**config.mk**
```make
export PLATFORM = sky130hd
export DESIGN_NAME = pipe_skid_reg
export DESIGN_NICKNAME = d
export VERILOG_FILES = /design/src/rtl/cpu_pipe_pkg.sv /design/src/rtl/pipe_skid_reg.sv
export SDC_FILE = /design/constraint.sdc
export NUM_CORES = 1
export LEC_CHECK = 0
export CAP_MARGIN = 20
export CORE_ASPECT_RATIO = 0.5
export CORE_MARGIN = 8
export CORE_UTILIZATION = 50
export CTS_BUF_LIST = sky130_fd_sc_hd__clkbuf_8 sky130_fd_sc_hd__clkbuf_16
export DETAILED_ROUTE_END_ITERATION = 8
export MAX_ROUTING_LAYER = met4
export PLACE_DENSITY_LB_ADDON = 0.12
export SYNTH_ARGS = -nofsm -noshare
export SYNTH_HDL_FRONTEND = slang
export SYNTH_SLANG_ARGS = --single-unit
```
**constraint.sdc**
```tcl
create_clock -name clk -period 4.3 [get_ports clk]
set_input_delay 0.43 -clock clk [delete_from_list [all_inputs] [get_ports clk]]
set_output_delay 0.43 -clock clk [all_outputs]
set_load 0.005 [all_outputs]
```
**src/rtl/cpu_pipe_pkg.sv**
```systemverilog
// Shared definitions for the CPU pipeline stage registers: payload widths,
// control-field bit positions and the occupancy encoding used by pipe_skid_reg.
package cpu_pipe_pkg;

    localparam int XLEN      = 32;
    localparam int REGADDR_W = 5;

    localparam int CTL_REGWRITE = 0;
    localparam int CTL_MEMTOREG = 1;
    localparam int CTL_JUMPLINK = 2;

    // MEM/WB stage: {aluout, readdata, writereg, pcplus4} and three control bits
    localparam int MEMWB_CTRL_W = 3;
    localparam int MEMWB_DATA_W = XLEN + XLEN + REGADDR_W + XLEN;

    // Occupancy of a stage register; the FSM state doubles as the count output
    typedef enum logic [1:0] {
        CNT_EMPTY = 2'd0,
        CNT_ONE   = 2'd1,
        CNT_FULL  = 2'd2
    } cnt_e;

    function automatic logic cnt_is_full(input cnt_e c);
        return c == CNT_FULL;
    endfunction

endpackage

```
**src/rtl/pipe_skid_reg.sv**
```systemverilog
// Pipeline stage register with valid/ready handshake, synchronous flush,
// control squashing on bubbles and an optional two-entry skid buffer.
module pipe_skid_reg
    import cpu_pipe_pkg::*;
#(
    parameter int DATA_W  = XLEN,
    parameter int CTRL_W  = 4,
    parameter bit SKID_EN = 1'b1
) (
    input  logic              clk,
    input  logic              rst,
    input  logic              flush,
    input  logic              in_valid,
    output logic              in_ready,
    input  logic [CTRL_W-1:0] in_ctrl,
    input  logic [DATA_W-1:0] in_data,
    output logic              out_valid,
    input  logic              out_ready,
    output logic [CTRL_W-1:0] out_ctrl,
    output logic [DATA_W-1:0] out_data,
    output logic [1:0]        count
);

    cnt_e              state;
    cnt_e              next_state;
    logic              in_ready_q;
    logic              in_fire;
    logic              out_fire;
    logic              load_main_in;
    logic              load_main_skid;
    logic              load_skid;
    logic [CTRL_W-1:0] main_ctrl;
    logic [DATA_W-1:0] main_data;
    logic [CTRL_W-1:0] skid_ctrl;
    logic [DATA_W-1:0] skid_data;

    assign in_fire  = in_valid & in_ready;
    assign out_fire = out_valid & out_ready;

    // in_ready_q is computed from next_state so upstream sees a clean register
    always_ff @(posedge clk) begin
        if (rst) begin
            state      <= CNT_EMPTY;
            in_ready_q <= 1'b1;
        end else begin
            state      <= next_state;
            in_ready_q <= !cnt_is_full(next_state);
        end
    end

    always_comb begin
        next_state     = state;
        load_main_in   = 1'b0;
        load_main_skid = 1'b0;
        load_skid      = 1'b0;
        if (flush) begin
            next_state = CNT_EMPTY;
        end else begin
            unique case (state)
                CNT_EMPTY: begin
                    if (in_fire) begin
                        next_state   = CNT_ONE;
                        load_main_in = 1'b1;
                    end
                end
                CNT_ONE: begin
                    if (in_fire && (out_fire || !SKID_EN)) begin
                        load_main_in = 1'b1;
                    end else if (in_fire) begin
                        next_state = CNT_FULL;
                        load_skid  = 1'b1;
                    end else if (out_fire) begin
                        next_state = CNT_EMPTY;
                    end
                end
                CNT_FULL: begin
                    if (out_fire) begin
                        next_state     = CNT_ONE;
                        load_main_skid = 1'b1;
                    end
                end
                default: next_state = CNT_EMPTY;
            endcase
        end
    end

    // Without the skid buffer in_ready must see out_ready combinationally
    always_comb begin
        out_valid = (state != CNT_EMPTY);
        in_ready  = SKID_EN ? in_ready_q : (out_ready || (state == CNT_EMPTY));
        out_ctrl  = main_ctrl & {CTRL_W{out_valid}};
    end

    // Data is only loaded on a transfer into main, so it persists across bubbles
    always_ff @(posedge clk) begin
        if (rst) begin
            main_ctrl <= '0;
            main_data <= '0;
            skid_ctrl <= '0;
            skid_data <= '0;
        end else begin
            if (load_main_in) begin
                main_ctrl <= in_ctrl;
                main_data <= in_data;
            end else if (load_main_skid) begin
                main_ctrl <= skid_ctrl;
                main_data <= skid_data;
            end
            if (load_skid) begin
                skid_ctrl <= in_ctrl;
                skid_data <= in_data;
            end
        end
    end

    assign out_data = main_data;
    assign count    = state;

endmodule

```
; ---- After elaboration in Yosys (flattened, before gate mapping)
; Cells that the tools add are included.
; Widths: inputs -> output; s select.
[totals]
latchBits = 0
input_bits = 41
romBits = 0
wordCells = 38
mem_count = 0
output_inout_bits = 40
ram_bits = 0
regBits = 75
[op_classes]
n_lt_le_gt_ge = 0
n_div = 0
n_bitwise = 3
reduce_logical = 5
add_sub_neg = 0
multipliers = 0
muxes = 21
eq_ne = 3
shift = 0
[ops]
columns = operator, count
row1 = $mux 32, 2
row2 = $mux 2, 6
row3 = $mux 1, 9
row4 = $mux 4, 2
row5 = $pmux 2 s3, 1
row6 = $and 4x4->4, 1
row7 = $eq 2x2->1 const B, 2
row8 = $reduce_bool 2->1, 2
row9 = $and 1x1->1, 2
row10 = $eq 2x1->1 const B, 1
row11 = $logic_not 2->1, 1
row12 = $pmux 1 s2, 1
row13 = $logic_and 1x1->1, 1
row14 = $logic_not 1->1, 1

; ---- Longest topological paths before layout
; Gate-level depths: netlist of run 1.
[depth]
depth_word = 9
ltp_mapped = 6
depth_no_buf = 4

; ---- Worst setup path before layout of run 1
; Ideal clock, no wire load.
[synth_timing]
kind = input-to-reg
startpoint = input in_valid
endpoint = register main_data[11], in the netlist out_data[11]
cell_stages = 6
slack_ps = 2624
path_buffers = 2
required_ps = 4153
arrival_time_ps = 1529
setup_ps = 147
cell_sequence = nand2_1 -> or4b_1 -> buf_6 -> buf_2 -> nor2_1 -> a311oi_2
[synth_via]
elab_chain_cells = 6
word_cells_on_any_way = 8
cone_classes = mux: 5 / bitwise: 1 / reduce/logical: 2
[synth_lines]
columns = element, line
row1 = "start, declared", pipe_skid_reg.sv:13  ; input logic in_valid,
row2 = $and 1x1->1 *, pipe_skid_reg.sv:37  ; assign in_fire = in_valid & in_ready;
row3 = $logic_and 1x1->1, pipe_skid_reg.sv:67  ; if (in_fire && (out_fire || !SKID_EN)) begin
row4 = $mux 1, pipe_skid_reg.sv:67
row5 = $pmux 1 s2 *, pipe_skid_reg.sv:59  ; unique case (state)
row6 = $mux 1 *, pipe_skid_reg.sv:56  ; if (flush) begin
row7 = $mux 32 / $reduce_bool 2->1 (equally long branches), -
row8 = "end signal, assigned", pipe_skid_reg.sv:104  ; main_data <= in_data;
row9 = "end signal, assigned", pipe_skid_reg.sv:107  ; main_data <= skid_data;
row10 = "end, declared", pipe_skid_reg.sv:33  ; logic [DATA_W-1:0] main_data;
; Every way passes the cells marked *; elsewhere a longest branch is shown, timed or not.
; A chain may end at the register's enable or synchronous reset.

; ---- Worst setup path in the final report of run 1
[layout_timing]
startpoint = input out_ready
endpoint = register main_ctrl[1]
[layout_via]
elab_chain_cells = 6
word_cells_on_any_way = 10
cone_classes = mux: 7 / bitwise: 1 / reduce/logical: 2
[layout_lines]
columns = element, line
row1 = "start, declared", pipe_skid_reg.sv:18  ; input logic out_ready,
row2 = $and 1x1->1 *, pipe_skid_reg.sv:38  ; assign out_fire = out_valid & out_ready;
row3 = $logic_and 1x1->1, pipe_skid_reg.sv:67
row4 = $mux 1, pipe_skid_reg.sv:67
row5 = $pmux 1 s2, pipe_skid_reg.sv:59
row6 = $mux 1, pipe_skid_reg.sv:56
row7 = $mux 4 / $reduce_bool 2->1 (equally long branches), -
row8 = "end signal, assigned", pipe_skid_reg.sv:103  ; main_ctrl <= in_ctrl;
row9 = "end signal, assigned", pipe_skid_reg.sv:106  ; main_ctrl <= skid_ctrl;
row10 = "end, declared", pipe_skid_reg.sv:32  ; logic [CTRL_W-1:0] main_ctrl;
; Marked as above.

==> results.json, run 1 <==
{
  "synth_area_leaders": "dfxtp_1 46%, nand2_1 17%, a311oi_2 17%",
  "fin_setup_tns_ns": 0,
  "post_cts_resized": 0,
  "fmaxAchievable_ghz": 0.438,
  "numCtsBuffers": 9,
  "synth_area_um2": 3260,
  "root_buffer": "clkbuf_16",
  "synth_common_cells": "145 x nand2_1, 75 x dfxtp_1, 37 x nor2_1",
  "end_kind": "flop",
  "cap_viol_max_count": 0,
  "synth-main-ff-cell": "dfxtp_1",
  "antenna_left": 0,
  "fillCellCount": 518,
  "antenna-diode-count": 0,
  "tightest_slew_ns": 0.946,
  "ir_drop_mv": 0.241,
  "worst-path-max-fanout": 72,
  "drv_slew": 0,
  "min_period_ns": 2.28,
  "cp.required_ns": 4.45,
  "cp_data_arrival_time_ns": 2.43,
  "grt_max_degree": 75,
  "synth_top_area_share_pct": 46.1,
  "io_pins": 81,
  "post-cts-setup-buffers": 0,
  "startpoint_type": "input pin",
  "layout-drive-gt1-share_pct": 13.0,
  "hold_slack_ns": 0.456,
  "post_drt_wl_per_cell_um": 14.9,
  "rsz0062_at_grt": "false",
  "rows": 20,
  "die_h_um": 73.1,
  "initial_core_util_pct": 52.7,
  "drc": 0,
  "synth_most_common_cell": "nand2_1",
  "min_path_type": "flop to flop",
  "clock-sinks": 75,
  "finClkSkew_ns": 0.00456,
  "pwr_density_cell_nw_per_um2": 384,
  "synth_async_sr_flop_share_pct": 0,
  "synth_nets": 419,
  "core_um2": 6180,
  "area_growth_syn_to_layout_pct": 32.4,
  "grt_overflow": 0,
  "synth.yosys.seq_area_share_pct": 46.1,
  "yosys.area.top_type": "dfxtp_1",
  "fp.dieW_um": 130,
  "dr_total_vias": 2815,
  "dp_hpwl_mm": 5.24,
  "drt_pass1_iterations": 4,
  "relSlewSlack_pct": 37.0,
  "ff_latch_area_um2": 1500,
  "track_usage_pct": 17.6,
  "drtIter0Drc": 165,
  "ys_ff_latch": 75,
  "grt_pass1_vias": 2845,
  "critical_path_class": "input pin to flop",
  "synth_warnings": 0,
  "finalCritPeriodShare_pct": 53.1,
  "status": "complete, no violations",
  "setup_viol": 0,
  "synth.distinct_cells": 24,
  "vias_per_cell": 5.26,
  "multiInputGateArea_um2": 1550,
  "cts_hold_buf": 0,
  "syn_area_per_cell_um2": 8.61,
  "h-tree-depth": 3,
  "dieArea_um2": 9510,
  "synthCells": 378,
  "antenna_found_initial": 0,
  "cts.clk_slew.worst_paths_ns": 0.06,
  "gp_congestion": 0.784,
  "nets": 483,
  "grt_first_pass_wirelength_mm": 13.2,
  "routed_wl_mm": 7.97,
  "final-hold-violation-count": 0,
  "port_buffers": 80,
  "cts.path.max_buffers": 2,
  "worstSkewPairLatency_ns": 0.32,
  "cts_tree": "yes",
  "synth_edf_count": 0,
  "power.leakage_nw": 1.45
}
==> layout by cell type (no fill, tap or decap), drive strengths merged, types with 2 or more instances in the layout <==
cell type	count
clkbuf	10
a21oi	36
clkdlybuf4s50	79
dfxtp	75
nor3	2
nor2b	4
clkinvlp	2
buf	4
nand2	145
nor2	37
a311oi	36
inv	4
==> kinds of logic (layout without fill, tap and decap cells) <==
| group | after synthesis | count (layout) | synth area share [%] |
|---|---|---|---|
| and+or+nand+nor | 196 | 196 | 24.8 |
| DFF | 75 | 75 | 46.1 |
| AOI/OAI and AO/OA | 74 | 74 | 22.6 |
| buffers and inverters | 32 | 101 | 6.30 |
| xor gates and xnor gates | 1 | 1 | 0.269 |
==> flip-flops by register name (all words and copies together) (netlist names) <==
signal	flops
count	2
in_ready	1
main_ctrl	4
out_data	32
skid_ctrl	4
skid_data	32
==> where the power goes <==
| part | switching [mW] | total, mW | internal [mW] |
|---|---|---|---|
| Combinational | 0.0799 | 0.184 | 0.104 |
| Sequential | 0.0144 | 0.737 | 0.722 |
| Clock | 0.276 | 0.736 | 0.459 |
| Total | 0.371 | 1.66 | 1.29 |
==> metrics by stage <==
stage	util (%)	power, mW	setup WS [ns]	cell area (µm²)	instances
after floorplan	-	0.843	2.62	3260	378
after global placement	64.5	0.931	1.70	3990	518
after detailed placement	64.9	0.937	1.68	4010	519
after CTS	69.7	1.67	2.03	4310	535
after global routing	69.7	1.71	1.94	4310	535
final	69.7	1.66	2.02	4310	535
==> metal layers <==
metal  routed length (µm)  global-route usage (%)  part of all wire (%)  vias to the layer above
li1                     -                       -                     -                     1403
met1                 3710                    19.8                    47                     1345
met2                 3840                    30.5                    48                       65
met3                  408                    5.25                   5.1                        2
met4                   10                    3.57                  0.13                        0
met5                    0                       -                     0                        -
==> critical path, stage by stage <==
cell             delay (ns)
clkdlybuf4s50_1        0.56
nand2b_4               0.20
or4b_4                 0.87
nor2_1                 0.28
a311oi_2               0.07
==> layout make-up <==
type                    count  area share (%)
repair buffers             83            19.5
clock inverters             6            1.34
multi-input cells         271            36.0
well taps                  88            2.56
flip-flops and latches     75            34.8
inverters                   2           0.174
clock buffers              10            5.55
==> path summary, 6_finish.rpt <==
| kind | from | end | slack (ns) | cells after the start |
|---|---|---|---|---|
| setup / recovery | out_ready | main_ctrl[1] | 2.02 | 5 |
| hold reg to reg | skid_data[8] | skid_data[8] | 0.46 | 2 |
| setup reg to reg | count[1] | main_ctrl[1] | 2.29 | 4 |
| hold / removal | skid_data[8] | skid_data[8] | 0.46 | 2 |
No activity file was read; power rests on OpenSTA's default activity.
==> inputs of run 2 (changes only) <==
Settings changed: CORE_UTILIZATION 50 to 44.
Clock period 4.3 ns to 1.9 ns, I/O delays scaled along.
==> run 2 against run 1 <==
- register-to-register slack worse by 2.0 ns
- final area is 3.2% higher
- first-iteration DRC count is 37% higher
- total power is 120% higher
- clock power is 120% higher
- worst setup slack worse by 1.9 ns
- critical path type is now flop to output pin
- critical endpoint is now out_ctrl[2]
- largest power group unchanged
==> results.json, run 2 (same netlist as run 1, synthesis figures left out) <==
{
  "antenna_found_initial": 0,
  "drc": 0,
  "vias_per_cell": 5.22,
  "post_drt_wl_per_cell_um": 14.9,
  "power.leakage_nw": 1.53,
  "min_period_ns": 1.78,
  "pwr-share-seq_pct": 44.9,
  "fmaxAchievable_ghz": 0.561,
  "fp.dieW_um": 138,
  "initial_core_util_pct": 45.0,
  "fin_setup_tns_ns": 0,
  "clock-sinks": 75,
  "worst-path-max-fanout": 5,
  "rsz0062_at_grt": "false",
  "antenna-diode-count": 0,
  "dr_total_vias": 2900,
  "status": "complete, no violations",
  "grt_pass1_vias": 2858,
  "p_sw_mw": 0.820,
  "routed_wl_mm": 8.30,
  "h-tree-depth": 3,
  "dp_hpwl_mm": 5.62,
  "antenna_left": 0,
  "combPwrFrac_pct": 11.9,
  "end_kind": "output pin",
  "core_um2": 7240,
  "setup_viol": 0,
  "drv_slew": 0,
  "layout-drive-gt1-share_pct": 15.9,
  "cp.required_ns": 1.71,
  "nets": 496,
  "cts.path.max_buffers": 2,
  "swShare_pct": 22.0,
  "worstRegToRegCells": 5,
  "cap_viol_max_count": 0,
  "die_h_um": 76.8,
  "final-hold-violation-count": 0,
  "min_path_cells": 2,
  "dieArea_um2": 10600,
  "io_pins": 81,
  "finalCritPeriodShare_pct": 93.9,
  "startpoint_type": "flop",
  "track_usage_pct": 16.5,
  "grt_max_degree": 45,
  "cts.clk_slew.worst_paths_ns": 0.05,
  "port_buffers": 80,
  "internal-power_mw": 2.90,
  "tightest_slew_ns": 0.312,
  "root_buffer": "clkbuf_16",
  "grt_overflow": 0,
  "rows": 22,
  "ir_drop_mv": 0.521,
  "drt_pass1_iterations": 4,
  "hold_slack_ns": 0.252,
  "pwr-share-clk_pct": 43.3,
  "mostFrequentLayoutCells": "145 x nand2_1, 79 x clkdlybuf4s50_1, 74 x dfxtp_1",
  "relSlewSlack_pct": 79.2,
  "gp_congestion": 0.783,
  "layout_commonest_cell": "nand2_1",
  "finClkSkew_ns": 0.00450,
  "drtIter0Drc": 226,
  "numCtsBuffers": 9,
  "worstSkewPairLatency_ns": 0.33,
  "min_path_type": "input pin to flop",
  "cts_tree": "yes",
  "cp_data_arrival_time_ns": 1.59,
  "critical_path_class": "flop to output pin",
  "area_growth_syn_to_layout_pct": 36.6,
  "grt_first_pass_wirelength_mm": 13.7,
  "pwr_density_cell_nw_per_um2": 837
}
run 2: cell types whose count changed in the layout (fill, tap and decap cells not counted), moves of 2 or more:
cell,delta
buf_12,+4
buf_4,+10
clkbuf_8,+3
clkinvlp_4,-2
run 2: final timing paths:
path                  from             to  slack, ns
min reg2reg  skid_data[21]  skid_data[21]       0.45
min                    rst  skid_data[31]       0.25
max reg2reg       count[0]   main_ctrl[3]       0.28
max               count[0]    out_ctrl[2]       0.12
run 2: power groups by stage:
stage,logic [mW],registers [mW],clock network (mW)
final,0.442,1.67,1.61
after global routing,0.477,1.68,1.73
after CTS,0.446,1.67,1.65
after detailed placement,0.443,1.70,0
after global placement,0.433,1.70,0
after floorplan,0.208,1.70,0
run 2: per-layer routing:
layer | track usage [%] | vias to the layer above | part of all wire (%)
met5 | - | - | 0
met4 | 6.14 | 0 | 1.5
li1 | - | 1428 | -
met1 | 20.1 | 1367 | 45
met2 | 24.1 | 92 | 46
met3 | 6.50 | 13 | 7.4
run 2: what timing repair did:
| action | 4_1_cts | 5_1_grt |
|---|---|---|
| resized for setup | 1 | 1 |
| hold buffers | 0 | 0 |
| gates cloned | 0 | 0 |
| setup buffers | 0 | 0 |
| hold endpoints to repair | 0 | 0 |
| setup endpoints to repair | 1 | 5 |
run 2: layout make-up:
type	instances	area, µm²
Sequential cell	75	1500
Tap cell	96	120
Inverter	2	7.51
Timing Repair Buffer	96	968
Multi-Input combinational cell	271	1560
Clock inverter	3	12.5
Clock buffer	13	280
Fill cell	625	2790
run 2: critical path, cell delays in order (launching register included):
cell and delay (ns):
dfxtp_1 0.46, nor2_2 0.12, nor2b_1 0.16, clkdlybuf4s50_1 0.53
run 2: stage by stage:
step           worst slack, ns  power (mW)  util (%)  instances  area [µm²]
2_1_floorplan            0.317        1.91         -        378        3260
3_3_place_gp            0.0422        2.13      57.3        540        4150
3_5_place_dp            0.0144        2.15      57.3        540        4150
4_1_cts                 0.0585        3.77      61.4        556        4440
5_1_grt                 0.0314        3.89      61.4        556        4450
6_report                 0.116        3.72      61.4        556        4450
